===== config.mk =====
export PLATFORM = sky130hd
export DESIGN_NAME = regfile_access_ctrl
export DESIGN_NICKNAME = d
export VERILOG_FILES = /design/src/rtl/regfile_ctrl_pkg.sv /design/src/rtl/rr_arbiter.sv /design/src/rtl/regfile_access_ctrl.sv
export SDC_FILE = /design/constraint.sdc
export NUM_CORES = 1
export LEC_CHECK = 0
export ABC_AREA = 1
export ABC_CLOCK_PERIOD_IN_PS = 2800
export CORE_AREA = 4 4 74 76
export CTS_BUF_LIST = sky130_fd_sc_hd__clkbuf_2
export CTS_CLUSTER_DIAMETER = 50
export DETAILED_ROUTE_END_ITERATION = 10
export DIE_AREA = 0 0 78 80
export PLACE_DENSITY = 0.86
export SLEW_MARGIN = 0
export SYNTH_ARGS = -nofsm -noshare
export SYNTH_HDL_FRONTEND = slang
export SYNTH_HIERARCHICAL = 1
export SYNTH_SLANG_ARGS = --single-unit

===== constraint.sdc =====
create_clock -name clk -period 2.8 [get_ports clk]
set_input_delay 0.42 -clock clk [delete_from_list [all_inputs] [get_ports clk]]
set_output_delay 0.42 -clock clk [all_outputs]
set_load 0.02 [all_outputs]

===== src/rtl/regfile_ctrl_pkg.sv =====
// Shared constants for the REGFILE access controller: register geometry and FSM encoding.
// No logic, so there is no latency.
// No flow control lives here.
// Optional feature RFC_R0_ZERO_EN (used by regfile_access_ctrl) makes register 0 read as zero.
package regfile_ctrl_pkg;

  localparam int RF_DATA_W = 16;
  localparam int RF_ADDR_W = 3;
  localparam int RF_NREGS  = 8;

  // FSM encoding. Plain constants keep the encoding visible to older tools and to waveforms.
  localparam logic [1:0] ST_IDLE  = 2'd0;
  localparam logic [1:0] ST_WRITE = 2'd1;
  localparam logic [1:0] ST_READ  = 2'd2;
  localparam logic [1:0] ST_RESP  = 2'd3;

endpackage


===== src/rtl/rr_arbiter.sv =====
// Round-robin arbiter: picks the first set req bit after last_grant, wrapping around.
// Latency: purely combinational, zero cycles.
// Backpressure: none; the caller decides when a grant is actually taken.
// Ports: req[N] in, last_grant[IW] in, grant[N] one-hot out (all zero if no req), grant_idx[IW] out.
module rr_arbiter
  import regfile_ctrl_pkg::*;
#(
  parameter int N  = 2,
  parameter int IW = (N > 1) ? $clog2(N) : 1
) (
  input  logic [N-1:0]  req,
  input  logic [IW-1:0] last_grant,
  output logic [N-1:0]  grant,
  output logic [IW-1:0] grant_idx
);

  logic          found;
  logic [IW:0]   cand;

  // Scan from last_grant+1 to last_grant+N (mod N). The previous winner is
  // looked at last, which bounds any requester's wait to N accepts.
  always_comb begin
    grant     = '0;
    grant_idx = '0;
    found     = 1'b0;
    cand      = '0;
    for (int k = 1; k <= N; k++) begin
      cand = {1'b0, last_grant} + (IW+1)'(k);
      if (cand >= (IW+1)'(N)) cand = cand - (IW+1)'(N);
      if (!found && req[cand[IW-1:0]]) begin
        found            = 1'b1;
        grant_idx        = cand[IW-1:0];
        grant[cand[IW-1:0]] = 1'b1;
      end
    end
  end

endmodule


===== src/rtl/regfile_access_ctrl.sv =====
// Shares the single port of the 8x16 REGFILE among N_REQ requesters with round-robin arbitration.
// Latency: a write commits 2 cycles after accept; a read returns rsp_valid 2 cycles after accept.
// Backpressure: req_ready is low whenever an op is in flight (one op at a time), so there is no queueing.
// Ports: clk, rst_n; req_valid/req_we/req_addr/req_wdata in, req_ready out; rsp_valid/rsp_rdata out;
//        rf_data_in/rf_writenum/rf_write/rf_readnum out to REGFILE, rf_data_out in from REGFILE.
// Config: define RFC_R0_ZERO_EN to hardwire register 0 to zero (writes dropped, reads return 0).
module regfile_access_ctrl
  import regfile_ctrl_pkg::*;
#(
  parameter int DATA_W = RF_DATA_W,
  parameter int ADDR_W = RF_ADDR_W,
  parameter int N_REQ  = 2
) (
  input  logic                     clk,
  input  logic                     rst_n,
  input  logic [N_REQ-1:0]         req_valid,
  input  logic [N_REQ-1:0]         req_we,
  input  logic [N_REQ*ADDR_W-1:0]  req_addr,
  input  logic [N_REQ*DATA_W-1:0]  req_wdata,
  output logic [N_REQ-1:0]         req_ready,
  output logic [N_REQ-1:0]         rsp_valid,
  output logic [DATA_W-1:0]        rsp_rdata,
  output logic [DATA_W-1:0]        rf_data_in,
  output logic [ADDR_W-1:0]        rf_writenum,
  output logic                     rf_write,
  output logic [ADDR_W-1:0]        rf_readnum,
  input  logic [DATA_W-1:0]        rf_data_out
);

  localparam int IW = (N_REQ > 1) ? $clog2(N_REQ) : 1;

`ifdef RFC_R0_ZERO_EN
  localparam bit R0_ZERO = 1'b1;
`else
  localparam bit R0_ZERO = 1'b0;
`endif

  logic [1:0]        state;
  logic [IW-1:0]     last_grant;   // also identifies the owner of the op in flight
  logic [N_REQ-1:0]  win;
  logic [IW-1:0]     win_idx;
  logic [ADDR_W-1:0] win_addr;
  logic [DATA_W-1:0] win_data;

  rr_arbiter #(.N(N_REQ), .IW(IW)) u_arb (
    .req        (req_valid),
    .last_grant (last_grant),
    .grant      (win),
    .grant_idx  (win_idx)
  );

  // Grant depends only on req_valid and state, never on addr/data/we.
  assign req_ready = (state == ST_IDLE) ? win : '0;
  assign win_addr  = req_addr [int'(win_idx)*ADDR_W +: ADDR_W];
  assign win_data  = req_wdata[int'(win_idx)*DATA_W +: DATA_W];

  // The REGFILE drive registers double as the captured request, so no
  // separate request latch exists and nothing is held before acceptance.
  always_ff @(posedge clk or negedge rst_n) begin
    if (!rst_n) begin
      state       <= ST_IDLE;
      last_grant  <= IW'(N_REQ - 1);
      rf_write    <= 1'b0;
      rf_writenum <= '0;
      rf_data_in  <= '0;
      rf_readnum  <= '0;
      rsp_rdata   <= '0;
      rsp_valid   <= '0;
    end else begin
      case (state)
        ST_IDLE: begin
          if (|win) begin
            last_grant <= win_idx;
            if (req_we[win_idx]) begin
              state       <= ST_WRITE;
              // With register 0 hardwired, the op still takes its WRITE cycle but never strobes.
              rf_write    <= !(R0_ZERO && (win_addr == '0));
              rf_writenum <= win_addr;
              rf_data_in  <= win_data;
            end else begin
              state      <= ST_READ;
              rf_readnum <= win_addr;
            end
          end
        end
        ST_WRITE: begin
          rf_write <= 1'b0;
          state    <= ST_IDLE;
        end
        ST_READ: begin
          rsp_rdata <= (R0_ZERO && (rf_readnum == '0)) ? '0 : rf_data_out;
          rsp_valid <= N_REQ'(1) << last_grant;
          state     <= ST_RESP;
        end
        ST_RESP: begin
          rsp_valid <= '0;
          state     <= ST_IDLE;
        end
        default: state <= ST_IDLE;
      endcase
    end
  end

endmodule


[Word level (Yosys, flattened, before mapping)]
Cells that the tools add are included.
Operators by class
  shift-type cells: 3
  add/sub/neg operators: 4
  $mul: 1
  $lt $le $gt $ge: 7
  eq/ne operators: 5
  reductions and logical operators: 13
  bitwise gates (word level): 2
  mux-type cells: 25
Operators with widths (number)
  $shiftx A32 B6 Y16: 1
  $mux W1: 15
  $mux W2: 5
  $reduce_and A3 Y1: 3
  $lt A1 B2 Y1 const B: 3
  $pmux W2 S3: 1
  $shiftx A6 B4 Y3: 1
  $eq A2 B2 Y1 const B: 2
  $ge A2 B2 Y1 const B: 2
  $ne A2 B1 Y1 const B: 2
  $pmux W2 S2: 1
  $reduce_bool A2 Y1: 2
  $reduce_or A2 Y1: 2
  $logic_and A1 B1 Y1: 3
  $mul A1 B2 Y3 const B: 1
  $add A1 B1 Y2 const B: 1
  $add A1 B2 Y2 const B: 1
  $demux W1 S1: 2
  $eq A2 B1 Y1 const B: 1
  $ge A1 B1 Y1 const B: 2
  $logic_not A2 Y1: 1
  $or A2 B2 Y2: 1
  $pmux W1 S2: 1
  $reduce_and A2 Y1: 1
  other kinds (4): 5
Word-level totals
  logic and storage cells: 68
  output and inout bits: 43
  input bits: 60
  flip-flop bits (word level): 44

[Longest topological paths before layout]
  depth in word-level cells: 14
  mapped depth: 9
  gate-level depth less buffers: 8

[Modules after synthesis]
Netlist, hierarchy kept.
Modules (own cells, without submodules)
  regfile_access_ctrl: times used 1, area each 2088.3 sq um, cells an instance 266, seq. area each 1102.3 sq um
  rr_arbiter: times used 1, area each 25.0 sq um, cells an instance 6, seq. area each 0.0 sq um

[Worst setup path after synthesis]
No wires, ideal clock.
  path type: in2out
  from: input port req_valid[1]
  to: output port req_ready[1]
  buffers on the path: 0
  stages: 4
  data required time: 2.380 ns
  setup slack: 1.364 ns
  arrival: 1.016 ns
  path through: inv_1 -> a21oi_1 -> inv_1 -> nor2_1
On the way
  cells in the longest elaborated chain, start to end: 7
  elaborated cells on any way between the ends: 11
  those cells by class: mux: 8; bitwise: 1; reduce/logical: 2
Ends and longest elaborated chain
  from (decl): line regfile_access_ctrl.sv:16  | input logic [N_REQ-1:0] req_valid,
  $mux W1 (not written as such) (2 in a row): line rr_arbiter.sv:30  | if (!found && req[cand[IW-1:0]]) begin
  $mux W1: line rr_arbiter.sv:30
  $logic_not A1 Y1: line rr_arbiter.sv:30
  $logic_and A1 B1 Y1: line rr_arbiter.sv:30
  $mux W2 *: line rr_arbiter.sv:30
  named net win[1]: line regfile_access_ctrl.sv:40  | logic [N_REQ-1:0] win;
  $mux W2 *: line regfile_access_ctrl.sv:53  | assign req_ready = (state == ST_IDLE) ? win : '0;
  to (decl): line regfile_access_ctrl.sv:20  | output logic [N_REQ-1:0] req_ready,
Mark *: on every way through the listed nets, which the timed path passes. The rest lies on a longest branch. The select of a mux whose other input is x is not followed.

[Worst setup path in the final report]
Ends and elaborated chain as after synthesis.

==> impl_metrics.json <==
{
  "status": "completed",
  "drt_iter0_drc": 113,
  "yosys_most_used_dff": "dfrtp_1",
  "worstMarginPinSlew_ps": 946,
  "grt_overflow": 0,
  "cts_sinks": 44,
  "finalHoldViolCount": 0,
  "fin_hold_ws_ps": 128,
  "syn_area_um2": 2110,
  "required_ps": 2380,
  "synth_common_cells": "nand2_1 (149), dfrtp_1 (43), nand3_1 (38)",
  "fp.dieW_um": 78,
  "antenna_found_initial": 0,
  "clockRootBuffer": "clkbuf_2",
  "post-route-drc-count": 0,
  "synth-seq-area-share": 0.522,
  "place_congestion": 0.713,
  "relSlewSlack": 0.369,
  "postRouteAntennaNets": 0,
  "io_buffers": 102,
  "grt_pass1_wl_um": 9090,
  "grt_setup_unrepaired": "false",
  "syn_to_final_growth_pct": 51.7,
  "wl_per_cell_um": 12.3,
  "slew_viol_final": 0,
  "clockBufferDepth": 2,
  "ioPinCount": 103,
  "grt_pass1_vias": 1943,
  "final-setup-viol-count": 0,
  "route.vias.total": 2038,
  "finalCriticalPeriod_ps": 2430,
  "drive_gt1_frac": 0.0593,
  "die_h_um": 80,
  "critPathLaunchType": "primary input",
  "cts_buffers": 5,
  "syn_inst": 272,
  "dieArea_um2": 6240,
  "grt_max_degree": 45,
  "critPathKind": "in -> out",
  "core_um2": 4720,
  "dp_hpwl_um": 4090,
  "clkPwrFrac": 0.111,
  "swShare": 0.424,
  "start_util": 0.447,
  "power_frac_comb": 0.548,
  "nNetsFinal": 430,
  "hold_buffers": 0,
  "ys_ff_latch": 44,
  "clock_latency_ps": 400,
  "clock_skew_ps": 22.2,
  "ys_types": 19,
  "p_sw_mw": 1.35,
  "arrival_ps": 2010,
  "drv_cap": 0,
  "hp-class": "in -> async",
  "htreeDepth": 2,
  "path_clk_slew_ps": 220,
  "viasPerCell": 4.65,
  "finalSetupTns_ps": 0,
  "yosys_warnings": 6,
  "netlist.area_leader.share": 0.509,
  "dr.pass1.iters": 4,
  "synthMostInstantiatedCell": "nand2_1",
  "num_rows": 25,
  "p_int_mw": 1.83,
  "async_reset_ff_frac": 1.00,
  "cts_setup_buffers": 0,
  "powerDensity_nw_per_um2": 991,
  "ctsResizeCount": 0,
  "p_total_mw": 3.18,
  "yosys.area.top_type": "dfrtp_1",
  "critPathMaxFanout": 3,
  "power_frac_seq": 0.341,
  "wirelength_um": 5400,
  "synth.net_count": 332,
  "end_kind": "primary output",
  "synth-edff-count": 0,
  "cts_tree": "built",
  "n_antenna_cell": 0,
  "groute.usage.overall": 0.183,
  "ir_drop_uv": 420,
  "yosys-top-cells-area": "dfrtp_1 (51%), nand2_1 (26%), nand3_1 (9.0%), buf_6 (2.7%), buf_2 (2.1%)",
  "p_leak_nw": 1.62,
  "syn_area_per_cell_um2": 7.77,
  "min_period_over_period": 0.867,
  "max_freq_mhz": 412
}
-- through the flow --
step | util | area, um^2 | worst slack (ps) | cells
floorplan | - | 2110 | 1360 | 272
global placement | 0.664 | 3140 | 375 | 430
detailed placement | 0.664 | 3140 | 382 | 430
CTS | 0.679 | 3210 | 359 | 438
global route | 0.679 | 3210 | 215 | 438
finish | 0.679 | 3210 | 373 | 438
-- kinds of logic after synthesis --
family,after synthesis,synth area share
simple gates,195,0.386
flops,44,0.522
buf+inv,24,0.0699
compound gates,9,0.0225
-- power groups by stage --
stage          Sequential (mW)  Clock, mW  Combinational [mW]
2_1_floorplan             1.42          0               0.686
3_3_place_gp              1.09          0                1.73
3_5_place_dp              1.10          0                1.77
4_1_cts                   1.09      0.368                1.77
5_1_grt                   1.13      0.398                1.90
6_report                  1.08      0.353                1.74
-- cells in the final DEF (no fill, tap or decap), drive strengths merged --
master           n
inv              8
dfstp            1
nand3           38
dfrtp           43
a21oi            2
o21ai            6
nand2          152
clkdlybuf4s50  101
clkbuf           5
nor2             5
a21boi           1
buf              5
clkinv           3
bufinv           1
-- final timing paths --
| kind | startpoint | end | slack [ps] | cells after the start |
|---|---|---|---|---|
| worst max-delay path | req_valid[1] | req_ready[1] | 370 | 6 |
| worst min-delay path | rst_n | rsp_rdata[4]$_DFFE_PN0P_ | 130 | 1 |
| worst max register to register | last_grant$_DFFE_PN1P_ | rf_data_in[13]$_DFFE_PN0P_ | 910 | 7 |
| worst min register to register | rf_data_in[7]$_DFFE_PN0P_ | rf_data_in[7]$_DFFE_PN0P_ | 500 | 2 |
| max in group asynchronous | rst_n | rf_writenum[2]$_DFFE_PN0P_ | 2080 | 1 |
| min in group clk | rf_data_in[7]$_DFFE_PN0P_ | rf_data_in[7]$_DFFE_PN0P_ | 500 | 2 |
-- routing by layer --
layer  share of wire  vias to the layer above  GRT usage
met5               0                        -          0
met4          0.0035                        0     0.0367
met3            0.10                        2     0.0688
met2            0.49                       81      0.323
met1            0.40                      911      0.214
li1                -                     1044          -
-- layout make-up --
type / count / area (um^2)
clock inverter: 3 / 42.5
tap: 67 / 83.8
clock buffer: 5 / 25.0
multi-input combinational: 204 / 867
fill: 397 / 1520
sequential: 44 / 1100
timing repair buffer: 106 / 1050
inverter: 9 / 38.8
-- critical path, cell delays in order --
cell             delay (ps)
clkdlybuf4s50_1         450
inv_1                    60
a21oi_1                 260
inv_1                    70
nor2_1                  110
clkdlybuf4s50_1         630
-- registers in the layout (all words and copies together), names as in the netlist --
register	count
rf_data_in	16
rsp_rdata	16
rf_readnum	3
rf_writenum	3
rsp_valid	2
state	2
last_grant	1
rf_write	1
Note: power is estimated with default switching activity, not from simulation.
==> RTL change 1 (config.mk and constraints unchanged) <==
Set the package constant `RF_ADDR_W` to 2 (it was 3).
--- a/src/rtl/regfile_ctrl_pkg.sv
+++ b/src/rtl/regfile_ctrl_pkg.sv
@@ -6,5 +6,5 @@
 
   localparam int RF_DATA_W = 16;
-  localparam int RF_ADDR_W = 3;
+  localparam int RF_ADDR_W = 2;
   localparam int RF_NREGS  = 8;
 
Interface: changed (resized req_addr, rf_readnum and rf_writenum); port bits go from 103 to 99. The function was not compared with the original's and may differ.
==> RTL change 1 against the original RTL <==
  * Area after synthesis down 5.3%
  * Total power fell by 6.5%
  * Sequential cell count is 2 lower
  * Cell area shrank 4.9%
  * Wire length is 0.33% lower
  * Setup slack improved by 0.047 ns
  * Hold slack got worse by 0.012 ns
  * First-iteration DRC count fell by 28%
==> RTL change 1: results (changes against the original RTL) <==
slowest stage delay, CP 0.60 ns (was 0.63 ns); P_clk 0.247 mW (was 0.353 mW); switching power 1.31 mW (was 1.35 mW); Worst Skew 0.0205 ns (was 0.0222 ns); IO buf count 98 (was 102); mux cell area share after synthesis 0% (unchanged); Root Buffer clkbuf_2 (unchanged); synth top area cells dfrtp_1 (51%), nand2_1 (27%), nand3_1 (9.0%), buf_2 (1.8%), dfstp_2 (1.3%) (was dfrtp_1 (51%), nand2_1 (26%), nand3_1 (9.0%), buf_6 (2.7%), buf_2 (2.1%)); Reg area 1050 um^2 (was 1100 um^2); number of distinct library cells after synthesis 19 (unchanged); vias in the first global route 1956 (was 1943); met1 WL 2350 um (was 2170 um); Post CTS Setup Buffer Count 0 (unchanged); Final nets 414 (was 430); area share of xor/xnor cells in the synthesized design 0% (unchanged); top cells by count, synth nand2_1 (143), dfrtp_1 (41), nand3_1 (36), buf_2 (7), inv_1 (6) (was nand2_1 (149), dfrtp_1 (43), nand3_1 (38), buf_2 (9), inv_1 (6)); Syn. warnings 6 (unchanged); die width 78 um (unchanged); Signal buffers 103 (was 106); worst-skew pair later-pin latency 0.40 ns (about the same); routed wl met2 2480 um (was 2670 um); clock power share 8.3% (was 11.1%); # diodes 0 (unchanged); total global-route track usage 17.9% (was 18.3%); first-pass GRT wire length 8800 um (was 9090 um); dpl cell area 3010 um^2 (was 3140 um^2); final WL 5380 um (was 5400 um); sequential cells 42 (was 44); initial antenna violation count 0 (unchanged); fraction of area in multi-input gates 27.2% (was 27.0%); Synth Area in Adders 0% (unchanged); Clock-cell share 1.15% (was 2.11%); Regs by FF count rf_data_in: 16 flops, rsp_rdata: 16 flops (unchanged); Slew headroom 38.2% (was 36.9%); Synth Area in Compound Gates 2.38% (was 2.25%); metal3 WL 483 um (was 543 um); Synth Flop Type dfrtp_1 (unchanged); Final Wtd Congestion 0.721 (was 0.713); P_comb 1.68 mW (was 1.74 mW); static leakage 1.54 nW (was 1.62 nW); fillers 415 (was 397); met2 usage 31.1% (was 32.3%); worst path arrival time 1.96 ns (was 2.01 ns); GR met3 Demand/Resource 6.55% (was 6.88%); DP Worst Slack 0.441 ns (was 0.382 ns); part of the Yosys area used for sequential elements 52.6% (was 52.2%); H-tree Lvls 2 (unchanged); syn_nets 318 (was 332); via count 2007 (was 2038); outcome completed (unchanged); multi-input gates 195 (was 204); share of cells above drive strength 1 6.18% (was 5.93%); Peak VDD IR 0.000335 V (was 0.000420 V); top sig layer met4 (unchanged); largest net degree at the start of global routing 43 (was 45); GR Util met1 20.7% (was 21.4%); router iterations before antenna repair 4 (unchanged); Iteration-0 DRC Markers 81 (was 113); Data buffer area share 33.2% (was 32.6%); dpl hpwl 3970 um (was 4090 um)
-- RTL change 1: through the flow --
stage               util, %  instances  hold slack, ns
finish                 64.6        423           0.116
global route           64.6        423           0.152
global placement       63.8        416           0.452
CTS                    64.6        423           0.121
floorplan                 -        260           0.124
detailed placement     63.8        416           0.457
-- RTL change 1: worst paths after layout --
kind	from	end	slack, ns	cells past startpoint
worst min-delay path	rst_n	rsp_rdata[4]$_DFFE_PN0P_	0.12	1
min in group clk	rf_data_in[2]$_DFFE_PN0P_	rf_data_in[2]$_DFFE_PN0P_	0.50	2
worst max-delay path	req_valid[1]	req_ready[1]	0.42	6
worst max register to register	last_grant$_DFFE_PN1P_	rf_data_in[6]$_DFFE_PN0P_	1.12	7
max in group asynchronous	rst_n	state[1]$_DFFE_PN0P_	2.10	1
worst min register to register	rf_data_in[2]$_DFFE_PN0P_	rf_data_in[2]$_DFFE_PN0P_	0.50	2
==> RTL change 2 (config.mk and constraints unchanged) <==
Without the edit above. Make the reset (`rst_n`) synchronous in one clocked block.
--- a/src/rtl/regfile_access_ctrl.sv
+++ b/src/rtl/regfile_access_ctrl.sv
@@ -57,5 +57,5 @@
   // The REGFILE drive registers double as the captured request, so no
   // separate request latch exists and nothing is held before acceptance.
-  always_ff @(posedge clk or negedge rst_n) begin
+  always_ff @(posedge clk) begin
     if (!rst_n) begin
       state       <= ST_IDLE;
Check against the original RTL: differs if rst_n is asserted again (counterexample within 4 cycles, from zero or initial values and one cycle with rst_n low); with rst_n held inactive, the same outputs for 10 cycles.
==> RTL change 2 against the original RTL <==
  * Sequential cell count did not move
  * Non-clock buffer count fell by 2
  * Area after synthesis fell by 11%
  * Wire length fell by 4.7%
  * First-iteration DRC count fell by 40%
  * Cell area fell by 7.8%
  * Highest routed layer unchanged
  * Setup slack improved by 0.070 ns
  * Final cell count rose by 0.23%
Power is not compared: it rests on default switching activity, and its combinational part moved more than twofold at a synthesized area within 25%.
==> RTL change 2: results (changes against the original RTL) <==
outcome completed (unchanged); syn_nets 333 (was 332); Peak VDD IR 0.000228 V; IO buf count 102 (unchanged); Root Buffer clkbuf_2 (unchanged); Regs by FF count rf_data_in: 16 flops, rsp_rdata: 16 flops (unchanged); vias in the first global route 1765 (was 1943); Synth Flop Type dfxtp_1 (was dfrtp_1); # diodes 0 (unchanged); Critical Path Source req_valid[1] (unchanged); share of cells above drive strength 1 5.11% (was 5.93%); top cells by count, synth nand2_1 (74), nor2_1 (74), dfxtp_1 (44), o21ai_0 (38), a21oi_1 (10) (was nand2_1 (149), dfrtp_1 (43), nand3_1 (38), buf_2 (9), inv_1 (6)); H-tree Lvls 2 (unchanged); Worst Reg-to-Reg Cells 8 (was 7); Worst-path clk slew 0.20 ns (was 0.22 ns); Non-Filler Instances 439 (was 438); Final Wtd Congestion 0.733 (was 0.713); part of the Yosys area used for sequential elements 47.1% (was 52.2%); CP endpoint req_ready[1] (unchanged); Iteration-0 DRC Markers 68 (was 113); initial antenna violation count 0 (unchanged); Crit Reg-Reg Endpoint rf_data_in[1]$_SDFFE_PN0P_ (was rf_data_in[13]$_DFFE_PN0P_); final WL 5140 um (was 5400 um); router iterations before antenna repair 4 (unchanged); first-pass GRT wire length 7830 um (was 9090 um); post-cts repair resize count 0 (unchanged); hold depth 2; worst path arrival time 1.94 ns (was 2.01 ns); worst-skew pair later-pin latency between 0.3 and 0.4 ns; dpl hpwl 3970 um (was 4090 um); static leakage 1.23 nW; fin crit period 2.36 ns (was 2.43 ns); dpl cell area 2920 um^2 (was 3140 um^2); P_comb 0.651 mW; clock power share 15.2%; Cells after DPL 431 (was 430); via count 1988 (was 2038); DP Worst Slack 0.439 ns (was 0.382 ns); slowest stage delay, CP 0.61 ns (was 0.63 ns); Synth async-reset ratio 0% (was 100%); Post CTS Setup Buffer Count 0 (unchanged); Syn. warnings 6 (unchanged); largest net degree at the start of global routing 26 (was 45); deepest clock path buffer count 2 (unchanged); Syn Inst Count 273 (was 272); Power Dens Cells around 570 nW/um^2; fillers 449 (was 397); Tightest Pin Transition 0.471 ns (was 0.946 ns); switching part of the total between 30% and 40%; type of the worst min-delay path register to register (was input pin to asynchronous set/reset pin); reg2reg start last_grant$_SDFFE_PN1P_ (was last_grant$_DFFE_PN1P_); CP Max Fanout 3 (unchanged); synth top area cells dfxtp_1 (47%), nand2_1 (15%), nor2_1 (15%), o21ai_0 (10%), a21oi_1 (2.7%) (was dfrtp_1 (51%), nand2_1 (26%), nand3_1 (9.0%), buf_6 (2.7%), buf_2 (2.1%)); CTS Buf Count 5 (unchanged); number of distinct library cells after synthesis 19 (unchanged); CP max-delay cell clkdlybuf4s50_1 (unchanged); Final Util 62.5% (was 67.9%); total global-route track usage 15.8% (was 18.3%); r2r setup slk 0.99 ns (was 0.91 ns); Worst Skew 0.00742 ns (was 0.0222 ns)
-- RTL change 2: cell families (layout without fill, tap and decap cells) --
| kind of cell | count (synthesis) | in the layout | synth area share [%] |
|---|---|---|---|
| simple gates | 154 | 154 | 32.4 |
| compound gates | 51 | 51 | 13.8 |
| flops | 44 | 44 | 47.1 |
| buf+inv | 24 | 123 | 6.75 |
-- RTL change 2: worst min path at each step --
stage | slack [ns] | start | endpoint
6_report | 0.48 | rsp_valid[1]$_SDFFE_PN0P_ | rsp_valid[1]$_SDFFE_PN0P_
3_3_place_gp | 0.45 | rf_write$_SDFFE_PN0P_ | rf_write$_SDFFE_PN0P_
3_5_place_dp | 0.47 | rf_write$_SDFFE_PN0P_ | rf_write$_SDFFE_PN0P_
2_1_floorplan | 0.49 | last_grant$_SDFFE_PN1P_ | rsp_valid[1]$_SDFFE_PN0P_
5_1_grt | 0.50 | rf_write$_SDFFE_PN0P_ | rf_write$_SDFFE_PN0P_
4_1_cts | 0.49 | rf_write$_SDFFE_PN0P_ | rf_write$_SDFFE_PN0P_
-- RTL change 2: metal layers --
layer  routed length (um)  part of all wire (%)  GRT usage [%]  vias to the layer above
li1                     -                     -              -                     1055
met4                   60                   1.2           4.72                        0
met3                  567                    11           6.88                        8
met5                    0                     0              0                        -
met1                 2110                    41           17.8                      831
met2                 2410                    47           27.1                       94
-- RTL change 2: area by class of cell --
cell class                      count  share of cell area, %
Sequential cell                    44                   29.8
Tap cell                           67                   2.84
Clock inverter                      3                  0.466
Multi-Input combinational cell    205                   29.4
Inverter                           11                   1.57
Timing Repair Buffer              104                   35.1
Clock buffer                        5                  0.847
-- RTL change 2: worst max-delay path, delay by kind of cell --
family	cells	cell delay, ns
AOI/OAI and AO/OA	1	0.22
buffers and inverters	4	1.21
and+or+nand+nor	1	0.10
